## src/rtl/sm_line_pkg.sv

```systemverilog
// sm_line_pkg: shared channel/state encodings, pattern constants and steering-error map.
package sm_line_pkg;
  typedef enum logic [1:0] {CH_LEFT = 2'd0, CH_CENTRE = 2'd1, CH_RIGHT = 2'd2, CH_UNUSED = 2'd3} ch_e;
  typedef enum logic {COLLECT, EVAL} state_e;
  localparam logic [2:0] P_NODE = 3'b111;
  localparam logic [2:0] P_LOST = 3'b000;
  // Line lost keeps steering hard toward the side it was last seen on.
  function automatic logic signed [7:0] err_map(input logic [2:0] p, input logic signed [7:0] prev,
                                                input logic signed [7:0] s);
    return p == 3'b110 ? -s :
           p == 3'b100 ? -(8'sd2 * s) :
           p == 3'b011 ? s :
           p == 3'b001 ? 8'sd2 * s :
           p == P_LOST ? (prev < 0 ? -(8'sd3 * s) : prev > 0 ? 8'sd3 * s : 8'sd0) :
           8'sd0;
  endfunction
endpackage

```

## src/rtl/sm_frame_debounce.sv

```systemverilog
// sm_frame_debounce: level flips only after N consecutive enabled samples disagree with it.
module sm_frame_debounce #(
  parameter int N = 4
) (
  input  logic clk_50,
  input  logic reset,
  input  logic sample,
  input  logic sample_en,
  output logic level
);
  localparam int CW = $clog2(N + 1);
  logic [CW-1:0] cnt;
  always_ff @(posedge clk_50 or posedge reset) begin
    if (reset) begin
      level <= 1'b0;
      cnt   <= '0;
    end else if (sample_en) begin
      if (sample == level) cnt <= '0;
      else if (cnt == CW'(N - 1)) begin
        level <= ~level;
        cnt   <= '0;
      end else cnt <= cnt + 1'b1;
    end
  end
endmodule

```

## src/rtl/sm_line_node_filter.sv

```systemverilog
// sm_line_node_filter: gathers a 3-sensor frame, thresholds it, derives steering error and a debounced node flag.
module sm_line_node_filter
  import sm_line_pkg::*;
#(
  parameter logic [11:0] THRESHOLD     = 12'd1500,
  parameter int          STABLE_FRAMES = 4,
  parameter int          ERR_STEP      = 20,
  parameter int          FRAME_TIMEOUT = 100000
) (
  input  logic               clk_50,
  input  logic               reset,
  input  logic               adc_valid,
  input  logic [1:0]         adc_ch,
  input  logic [11:0]        adc_data,
  output logic               node_detected,
  output logic [2:0]         line_pattern,
  output logic signed [7:0]  error,
  output logic               frame_done
);
  localparam int TW = $clog2(FRAME_TIMEOUT + 1);
  state_e        state;
  logic [2:0]    bits, mask, onehot, nbits, nmask, pat;
  logic [TW-1:0] tcnt;
  logic          cap, done, tout;
  always_comb begin
    cap    = adc_valid && adc_ch != CH_UNUSED && state == COLLECT;
    onehot = cap ? 3'b001 << adc_ch : 3'b000;
    nmask  = mask | onehot;
    nbits  = (bits & ~onehot) | (adc_data >= THRESHOLD ? onehot : 3'b000);
    pat    = {nbits[0], nbits[1], nbits[2]};
    done   = cap && nmask == 3'b111;
    tout   = mask != 3'b000 && tcnt == TW'(FRAME_TIMEOUT - 1);
  end
  sm_frame_debounce #(.N(STABLE_FRAMES)) u_deb (
    .clk_50   (clk_50),
    .reset    (reset),
    .sample   (pat == P_NODE),
    .sample_en(done),
    .level    (node_detected)
  );
  // Results are registered on the completing edge so they are visible throughout the EVAL cycle.
  always_ff @(posedge clk_50 or posedge reset) begin
    if (reset) begin
      state        <= COLLECT;
      bits         <= '0;
      mask         <= '0;
      tcnt         <= '0;
      line_pattern <= '0;
      error        <= '0;
      frame_done   <= 1'b0;
    end else if (state == EVAL) begin
      state      <= COLLECT;
      mask       <= '0;
      tcnt       <= '0;
      frame_done <= 1'b0;
    end else if (done) begin
      state        <= EVAL;
      bits         <= nbits;
      mask         <= nmask;
      line_pattern <= pat;
      error        <= err_map(pat, error, 8'(ERR_STEP));
      frame_done   <= 1'b1;
    end else begin
      bits <= nbits;
      mask <= tout ? onehot : nmask;
      tcnt <= (tout || mask == 3'b000) ? '0 : tcnt + 1'b1;
    end
  end
endmodule

```

## config.mk

```make
export PLATFORM = sky130hd
export DESIGN_NAME = sm_line_node_filter
export DESIGN_NICKNAME = d
export VERILOG_FILES = /design/src/rtl/sm_line_pkg.sv /design/src/rtl/sm_frame_debounce.sv /design/src/rtl/sm_line_node_filter.sv
export SDC_FILE = /design/constraint.sdc
export NUM_CORES = 1
export LEC_CHECK = 0
export ABC_AREA = 1
export CAP_MARGIN = 30
export CORE_ASPECT_RATIO = 1.1
export CORE_UTILIZATION = 30
export DETAILED_ROUTE_END_ITERATION = 6
export GPL_ROUTABILITY_DRIVEN = 1
export PLACE_DENSITY = 0.46
export RECOVER_POWER = 50
export SYNTH_ARGS = -nofsm -noshare
export SYNTH_HDL_FRONTEND = slang
export SYNTH_HIERARCHICAL = 1
export SYNTH_SLANG_ARGS = --single-unit
```

## constraint.sdc

```tcl
create_clock -name clk_50 -period 2 [get_ports clk_50]
set_clock_uncertainty 0.15 [all_clocks]
set_input_delay 0.3 -clock clk_50 [delete_from_list [all_inputs] [get_ports clk_50]]
set_output_delay 0.3 -clock clk_50 [all_outputs]
set_load 0.005 [all_outputs]
```

-- Word-level counts from Yosys, hierarchy flattened
Cells that the tools add are included.
- bits in registers: 40
- input port bits: 17
- output and inout bits: 13
- word-level logic and storage cells: 65
- add/subtract/negate cells: 2
- $lt $le $gt $ge: 3
- equality and inequality tests: 11
- shift-type cells: 1
- mux-type cells: 21
- bitwise gates (word level): 7
- reduce and logical (&&, ||, !) cells: 11
- operator list (operator ; count):
    $mux W17 ; 3
    $mux W8 ; 6
    $mux W3 ; 7
    $add A17 B1 Y17 const B ; 1
    $eq A17 B17 Y1 const B ; 1
    $eq A3 B3 Y1 const B ; 4
    $ge A12 B11 Y1 const B ; 1
    $gt A8 B1 Y1 const B ; 1
    $lt A8 B1 Y1 const B ; 1
    $eq A3 B2 Y1 const B ; 2
    $logic_not A3 Y1 ; 2
    $mux W6 ; 1
    $or A3 B3 Y3 ; 2
    $logic_and A1 B1 Y1 ; 4
    $mux W1 ; 4
    $ne A2 B2 Y1 const B ; 2
    $add A3 B1 Y3 const B ; 1
    $and A3 B3 Y3 ; 1
    $eq A3 B1 Y1 const B ; 1
    $not A1 Y1 ; 3
    $not A3 Y3 ; 1
    $reduce_and A3 Y1 ; 1
    $reduce_bool A3 Y1 ; 1
    $shl A1 B2 Y3 const A ; 1
    4 further kinds ; 4

-- Depth between registers and ports, before layout
Gate-level depths: netlist of run 1.
- word-level depth: 13
- gate-level depth with buffers: 13
- gate-level depth less buffers: 12

-- By module
The synthesis of run 1 kept the hierarchy.
- modules (own cells, without submodules) (module ; times used ; cells an instance ; area each (um2) ; sequential area each (um2)):
    sm_line_node_filter ; 1 ; 267 ; 1935.6 ; 825.8
    sm_frame_debounce ; 1 ; 30 ; 219.0 ; 100.1

-- Worst setup path after synthesis of run 1
No wires, ideal clock.
- kind: reg-to-reg
- start point: register state
- end point: register u_deb.cnt[0]
- library setup time: 0.065 ns
- arrival: 1.553 ns
- required time: 1.785 ns
- path slack: 0.233 ns
- stages on the path, launching flop included: 14
- path buffers: 2
- period minus slack after synthesis: 1.767 ns
- path through: dfrtp_1 -> inv_2 -> nand3_4 -> inv_1 -> nand3_2 -> nand2_1 -> nand3_4 -> buf_6 -> buf_6 -> inv_1 -> inv_2 -> nor2_2 -> nand3_1 -> nand2_1
- elaborated cells on any way between the ends: 13
- those cells by class: eq/ne (3); mux (3); bitwise (5); reduce/logical (2)
- RTL lines (what ; line ; source):
    start: declaration ; sm_line_node_filter.sv:21 ; state_e state;
    start signal: assignment ; sm_line_node_filter.sv:44 ; state <= COLLECT;
    start signal: assignment ; sm_line_node_filter.sv:52 ; state <= COLLECT;
    start signal: assignment ; sm_line_node_filter.sv:57 ; state <= EVAL;
    $not A1 Y1 (no line) * ; n/a ;
    $logic_and A1 B1 Y1 * ; sm_line_node_filter.sv:26 ; cap = adc_valid && adc_ch != CH_UNUSED && state == COLLECT;
    $mux W3 ; sm_line_node_filter.sv:27 ; onehot = cap ? 3'b001 << adc_ch : 3'b000;
    $or A3 B3 Y3 ; sm_line_node_filter.sv:28 ; nmask = mask | onehot;
    $eq A3 B3 Y1 ; sm_line_node_filter.sv:31 ; done = cap && nmask == 3'b111;
    $logic_and A1 B1 Y1 * ; sm_line_node_filter.sv:31 ;
    via done ; sm_line_node_filter.sv:24 ; logic cap, done, tout;
    end signal: assignment ; sm_frame_debounce.sv:22 ; end else cnt <= cnt + 1'b1;
    end: declaration ; sm_frame_debounce.sv:12 ; logic [CW-1:0] cnt;
The timed path passes the listed nets; every way through them passes the cells marked *.
A chain may end at the register's enable or synchronous reset.

-- Worst setup path in the final report of run 1
- start point: input port adc_data[7]
- end point: register u_deb.cnt[2]
- longest elaborated chain between the ends: 6
- ends and longest elaborated chain (what ; line ; source):
    start: declaration ; sm_line_node_filter.sv:14 ; input logic [11:0] adc_data,
    $ge A12 B11 Y1 ; sm_line_node_filter.sv:29 ; nbits = (bits & ~onehot) | (adc_data >= THRESHOLD ? onehot : 3'b000);
    $mux W3 ; sm_line_node_filter.sv:29 ;
    $or A3 B3 Y3 ; sm_line_node_filter.sv:29 ;
    $eq A3 B3 Y1 ; sm_line_node_filter.sv:37 ; .sample (pat == P_NODE),
    $eq A1 B1 Y1 ; sm_frame_debounce.sv:18 ; if (sample == level) cnt <= '0;
    $mux W3 ; sm_frame_debounce.sv:18 ;
Every way passes these cells.

==> results of run 1 <==
## logic make-up (layout without fill, tap and decap cells)
| family | Yosys count | in the layout |
|---|---|---|
| AND/OR/NAND/NOR | 166 | 167 |
| buffers and inverters | 60 | 121 |
| flip-flops | 37 | 37 |
| AO/OA/AOI/OAI | 30 | 30 |
| adder cells (fa/ha/maj) | 2 | 2 |
| other | 1 | 2 |
| XOR/XNOR | 1 | 1 |
## cell type report
cell class	count	area [um2]
flip-flops and latches	37	926
inverters	54	203
multi-input cells	202	1070
clock buffers	6	72.6
well taps	85	106
repair buffers	59	518
clock inverters	2	10.0
fillers	747	4060
## cell usage in the layout (no fill, tap or decap), types with 2 or more instances in the layout
cell	instances
o21ai_0	11
buf_4	33
inv_1	47
nand3_4	2
nand4_1	3
dfrtp_1	37
nor3_1	7
conb_1	2
nor2_2	4
nand3_2	9
clkdlybuf4s50_1	15
dlymetal6s2s_1	6
clkinv_2	2
nand3b_1	2
nor3_2	2
dlygate4sd3_1	4
nor2_4	3
o21ai_1	4
clkbuf_8	5
nand2_2	10
nand2_1	85
a21oi_1	7
nand3_1	13
nor2_1	22
inv_2	7
## timing repair
action / 4_1_cts / 5_1_grt
setup endpoints to repair: 0 / 21
buffers inserted: 0 / 7
gates resized for setup: 0 / 30
hold buffers: 0 / 0
## worst max path at each step
stage | to | depth (start not counted) | startpoint | slack (ps)
final | u_deb/cnt[2] | 13 | adc_data[7] | 70
after global routing | u_deb/cnt[2] | 13 | adc_data[6] | -30
after CTS | u_deb/cnt[1] | 13 | adc_ch[1] | 20
after detailed placement | u_deb/cnt[0] | 13 | adc_ch[1] | -290
after global placement | u_deb/cnt[1] | 13 | adc_ch[1] | -280
after floorplan | u_deb/cnt[0] | 13 | state | 230
## state kept, by name (all words and copies together) (netlist names), 3 cells and up
name and cells:
tcnt 17, bits 3, line_pattern 3, mask 3
error 5, u_deb/cnt 3
## through the flow
step,total power [W],TNS [ps]
6_report,0.00299,0
3_3_place_gp,0.00239,-4890
2_1_floorplan,0.00186,0
4_1_cts,0.00294,0
3_5_place_dp,0.00241,-4960
5_1_grt,0.00325,-53.9
## critical path, stage by stage
cell and delay (ps):
clkdlybuf4s50_1 450, nand2_1 60, nor2_1 110, nand3b_1 190, nand3_2 140, nand2_2 70, nor3_2 190, buf_4 140
inv_1 40, nand2_1 60, nand2_2 90, nand3_2 80, nand2_2 40
## where the power goes
part	switching, W	total (W)	internal (W)
registers	0.000147	0.00111	0.000967
clock network	0.000280	0.000522	0.000242
logic	0.000701	0.00135	0.000654
## routing by layer
layer | vias to the layer above | share of wire [%]
li1 | 1043 | -
met1 | 919 | 45
met2 | 32 | 50
met3 | 10 | 2.4
met4 | 0 | 2.1
met5 | - | 0
==> results.json, run 1 <==
{
  "synthMuxAreaShare_pct": 0,
  "cts_max_path_buffers": 2,
  "worst_slack_ps": 65.5,
  "yosys.area.top_type": "dfrtp_1",
  "vias": 2004,
  "required_ps": 2040,
  "crit_path_end_kind": "register",
  "nets": 378,
  "drc_errors": 0,
  "ys_ff_latch": 37,
  "gr-usage-met1_pct": 15.9,
  "hold_ws_ps": 207,
  "ant_nets": 0,
  "critPathKind": "in2reg",
  "grt_max_degree": 34,
  "synth_area_mm2": 0.00215,
  "fin_util_pct": 41.7,
  "track_usage_pct": 14.0,
  "syn_inst": 297,
  "grt_use_met2_pct": 25.1,
  "hold_violations": 0,
  "synth_compound_area_share_pct": 8.19,
  "diodes": 0,
  "synth_fa_ha_area_share_pct": 1.16,
  "die_area_mm2": 0.00752,
  "crit_fanout": 4,
  "p_per_area_mw_per_mm2": 1030,
  "fin_area_mm2": 0.00291,
  "dp_slack_ps": -291,
  "reg2reg_to": "u_deb/cnt[2]",
  "vias_per_cell": 4.50,
  "status": "finished clean",
  "drv_cap": 0,
  "gr-total-overflow": 0,
  "top_usage_layer": "met2",
  "drt_wl_total_um": 5160,
  "layout-drive-gt1-share_pct": 23.6,
  "worstMarginPinSlew_ps": 874,
  "yosys_warnings": 6,
  "async_flop_share_pct": 100,
  "r2r_setup_slack_ps": 140,
  "drt_iter0_markers": 40,
  "r2r-start": "state",
  "ys_types": 34,
  "netlist_top_cells_count": "nand2_1 (89), inv_1 (49), dfrtp_1 (37)",
  "power.leakage_nw": 1.57,
  "hpwl_um": 3600,
  "grtUsageMet3_pct": 3.20,
  "syn_to_final_growth_pct": 35.0,
  "grt_pass1_wl_um": 8590,
  "slew_headroom_pct": 41.7,
  "dpl-instance-area_mm2": 0.00267,
  "period_share_pct": 96.7,
  "dp.cells": 429,
  "fin_crit_ps": 1930,
  "synth_top_area_share_pct": 43.0,
  "dr.pass1.iters": 4,
  "setup_viol": 0,
  "htreeDepth": 2,
  "path_clk_slew_ps": 70,
  "port_buffers": 25,
  "die-width_um": 82.8,
  "antenna_found_initial": 0,
  "cts_buffers": 5,
  "core_area_mm2": 0.00697,
  "cts-root-buf": "clkbuf_8",
  "peakVddDrop_v": 0.000534,
  "slew_viol_final": 0,
  "yosys_most_used_dff": "dfrtp_1",
  "cts.sinks": 37,
  "stdcell_count": 445,
  "clock_latency_ps": 290,
  "synth_most_common_cell": "nand2_1",
  "cts_tree": "yes",
  "synth_edf_count": 0,
  "row_count": 32,
  "synth_simple_gate_area_share_pct": 35.4,
  "fmaxAchievable_mhz": 517,
  "reg2reg_depth": 12,
  "worstPathArrival_ps": 1970,
  "synth_area_leaders": "dfrtp_1 (43%), nand2_1 (16%), inv_1 (8.5%)",
  "ioPinCount": 30,
  "synth_top_family_by_area": "simple AND/OR/NAND/NOR gates",
  "start_util_pct": 30.9,
  "gp_congestion": 0.807,
  "die_h_um": 90.9,
  "synth_xor_area_share_pct": 0.407,
  "synth-seq-area-share_pct": 43.0,
  "wl_per_cell_um": 11.6,
  "synth_area_per_cell_um2": 7.25,
  "hp-class": "in2async",
  "grt_pass1_vias": 1989,
  "startpoint_type": "input pin"
}
No activity file was read; power rests on OpenSTA's default activity.
==> run 2, diff against run 1 <==
CORE_MARGIN = 2   (was default)
==> run 2 against run 1 <==
  * Critical path depth fell by 1
  * Global-route usage fell by 0.68 points
  * Non-clock buffer count fell by 5
  * Total power fell by 2.1%
  * Register-to-register slack improved by 40 ps
  * Sequential power barely moved
==> results.json, run 2 (synthesized netlist as in run 1, its figures left out) <==
{
  "status": "finished clean",
  "row_count": 32,
  "path_cells": "clkdlybuf4s50_1, nand3_4, nor2_4, or2_2, nand2_1, nor3_2, buf_4, inv_1, nand2_1, nand2_2, nand3_1, nand2_1",
  "ioPinCount": 30,
  "vias": 1968,
  "r2r_setup_slack_ps": 180,
  "fin_util_pct": 40.3,
  "crit_path_end_kind": "register",
  "p_per_area_mw_per_mm2": 1040,
  "cts_buffers": 5,
  "hpwl_um": 3540,
  "crit_path_frequent_cell": "nand2_1",
  "dr.pass1.iters": 4,
  "syn_to_final_growth_pct": 31.2,
  "nets": 373,
  "gp_congestion": 0.836,
  "drt_iter0_markers": 85,
  "port_buffers": 25,
  "slowest_delay_ps": 510,
  "htreeDepth": 2,
  "wl_per_cell_um": 11.1,
  "grt_pass1_vias": 1924,
  "peakVddDrop_v": 0.000485,
  "gr-total-overflow": 0,
  "reg_top3": "tcnt: 17 flops, error: 5 flops",
  "fin_total_pwr_w": 0.00293,
  "setup_viol": 0,
  "hp-class": "in2async",
  "track_usage_pct": 13.3,
  "layout-drive-gt1-share_pct": 19.2,
  "die_area_mm2": 0.00788,
  "vias_per_cell": 4.47,
  "startpoint_type": "input pin",
  "drt_wl_total_um": 4880,
  "cts.sinks": 37,
  "power.leakage_nw": 1.50,
  "required_ps": 2040,
  "slew_viol_final": 0,
  "worstMarginPinSlew_ps": 862,
  "reg2reg_to": "u_deb/cnt[2]",
  "hold_violations": 0,
  "layout_common_cells": "nand2_1 (87), inv_1 (49), dfrtp_1 (37), buf_4 (28), nor2_1 (23)",
  "grt_max_degree": 34,
  "stdcell_count": 440,
  "layout_commonest_cell": "nand2_1",
  "path_clk_slew_ps": 80,
  "r2r-start": "state",
  "diodes": 0,
  "largest_reg_flops": 17,
  "drv_cap": 0,
  "start_util_pct": 30.7,
  "grt_pass1_wl_um": 8460,
  "reg2reg_depth": 12,
  "critPathKind": "in2reg",
  "die-width_um": 84.8,
  "cp_slowest_cell": "clkdlybuf4s50_1",
  "antenna_found_initial": 0,
  "fin_crit_ps": 1870,
  "cts-root-buf": "clkbuf_8",
  "drc_errors": 0,
  "cts_max_path_buffers": 2,
  "dp.cells": 427,
  "crit_fanout": 5,
  "fmaxAchievable_mhz": 535,
  "regMostFlops": "tcnt",
  "period_share_pct": 93.5,
  "ant_nets": 0,
  "worstPathArrival_ps": 1910,
  "core_area_mm2": 0.00701,
  "die_h_um": 92.9,
  "slew_headroom_pct": 42.5,
  "cts_tree": "yes",
  "clock_latency_ps": 290
}
==> run 2: repair_timing <==
item / CTS / global route
endpoints found under the setup margin: 0 / 18
resized for setup: 0 / 14
hold buffers: 0 / 0
setup buffers: 0 / 4
==> run 2: report_power, final <==
part / switching (W) / internal, W
sequential: 0.000144 / 0.000968
clock: 0.000267 / 0.000242
combinational: 0.000671 / 0.000635
total: 0.00108 / 0.00184
==> run 2: metrics by stage <==
stage	area [um2]	setup WS (ps)	hold WS (ps)	TNS [ps]
final	2830	129	209	0
after global routing	2830	-3.24	209	-3.24
after CTS	2740	26.3	67.7	0
after detailed placement	2650	-284	322	-4790
after global placement	2650	-282	313	-4590
after floorplan	2160	233	-83.9	0
==> run 2: area by class of cell <==
type	count	area (um2)
repair buffers	54	473
clock inverters	2	10.0
clock buffers	6	72.6
fillers	723	4180
multi-input cells	202	1040
flip-flops and latches	37	926
inverters	54	203
well taps	85	106
==> run 2: worst max path at each step <==
stage / startpoint / endpoint / slack, ps / cells past startpoint
after floorplan: state / u_deb/cnt[0] / 230 / 13
after global placement: adc_ch[1] / u_deb/cnt[1] / -280 / 13
after detailed placement: adc_ch[1] / u_deb/cnt[2] / -280 / 13
after CTS: adc_ch[1] / u_deb/cnt[2] / 30 / 13
after global routing: tcnt[1] / tcnt[14] / -3 / 12
final: adc_valid / u_deb/cnt[2] / 130 / 12
==> run 2: layer usage <==
layer	part of all wire [%]	vias up	GRT usage [%]
li1	-	1032	-
met2	48	36	22.5
met3	3.6	6	3.48
met4	1.3	0	4.10
met1	47	894	16.5
met5	0	-	0
==> run 2: worst max-delay path, delay by kind of cell <==
| family | cells | cell delay, ps |
|---|---|---|
| buffers and inverters | 3 | 680 |
| and+or+nand+nor | 9 | 920 |
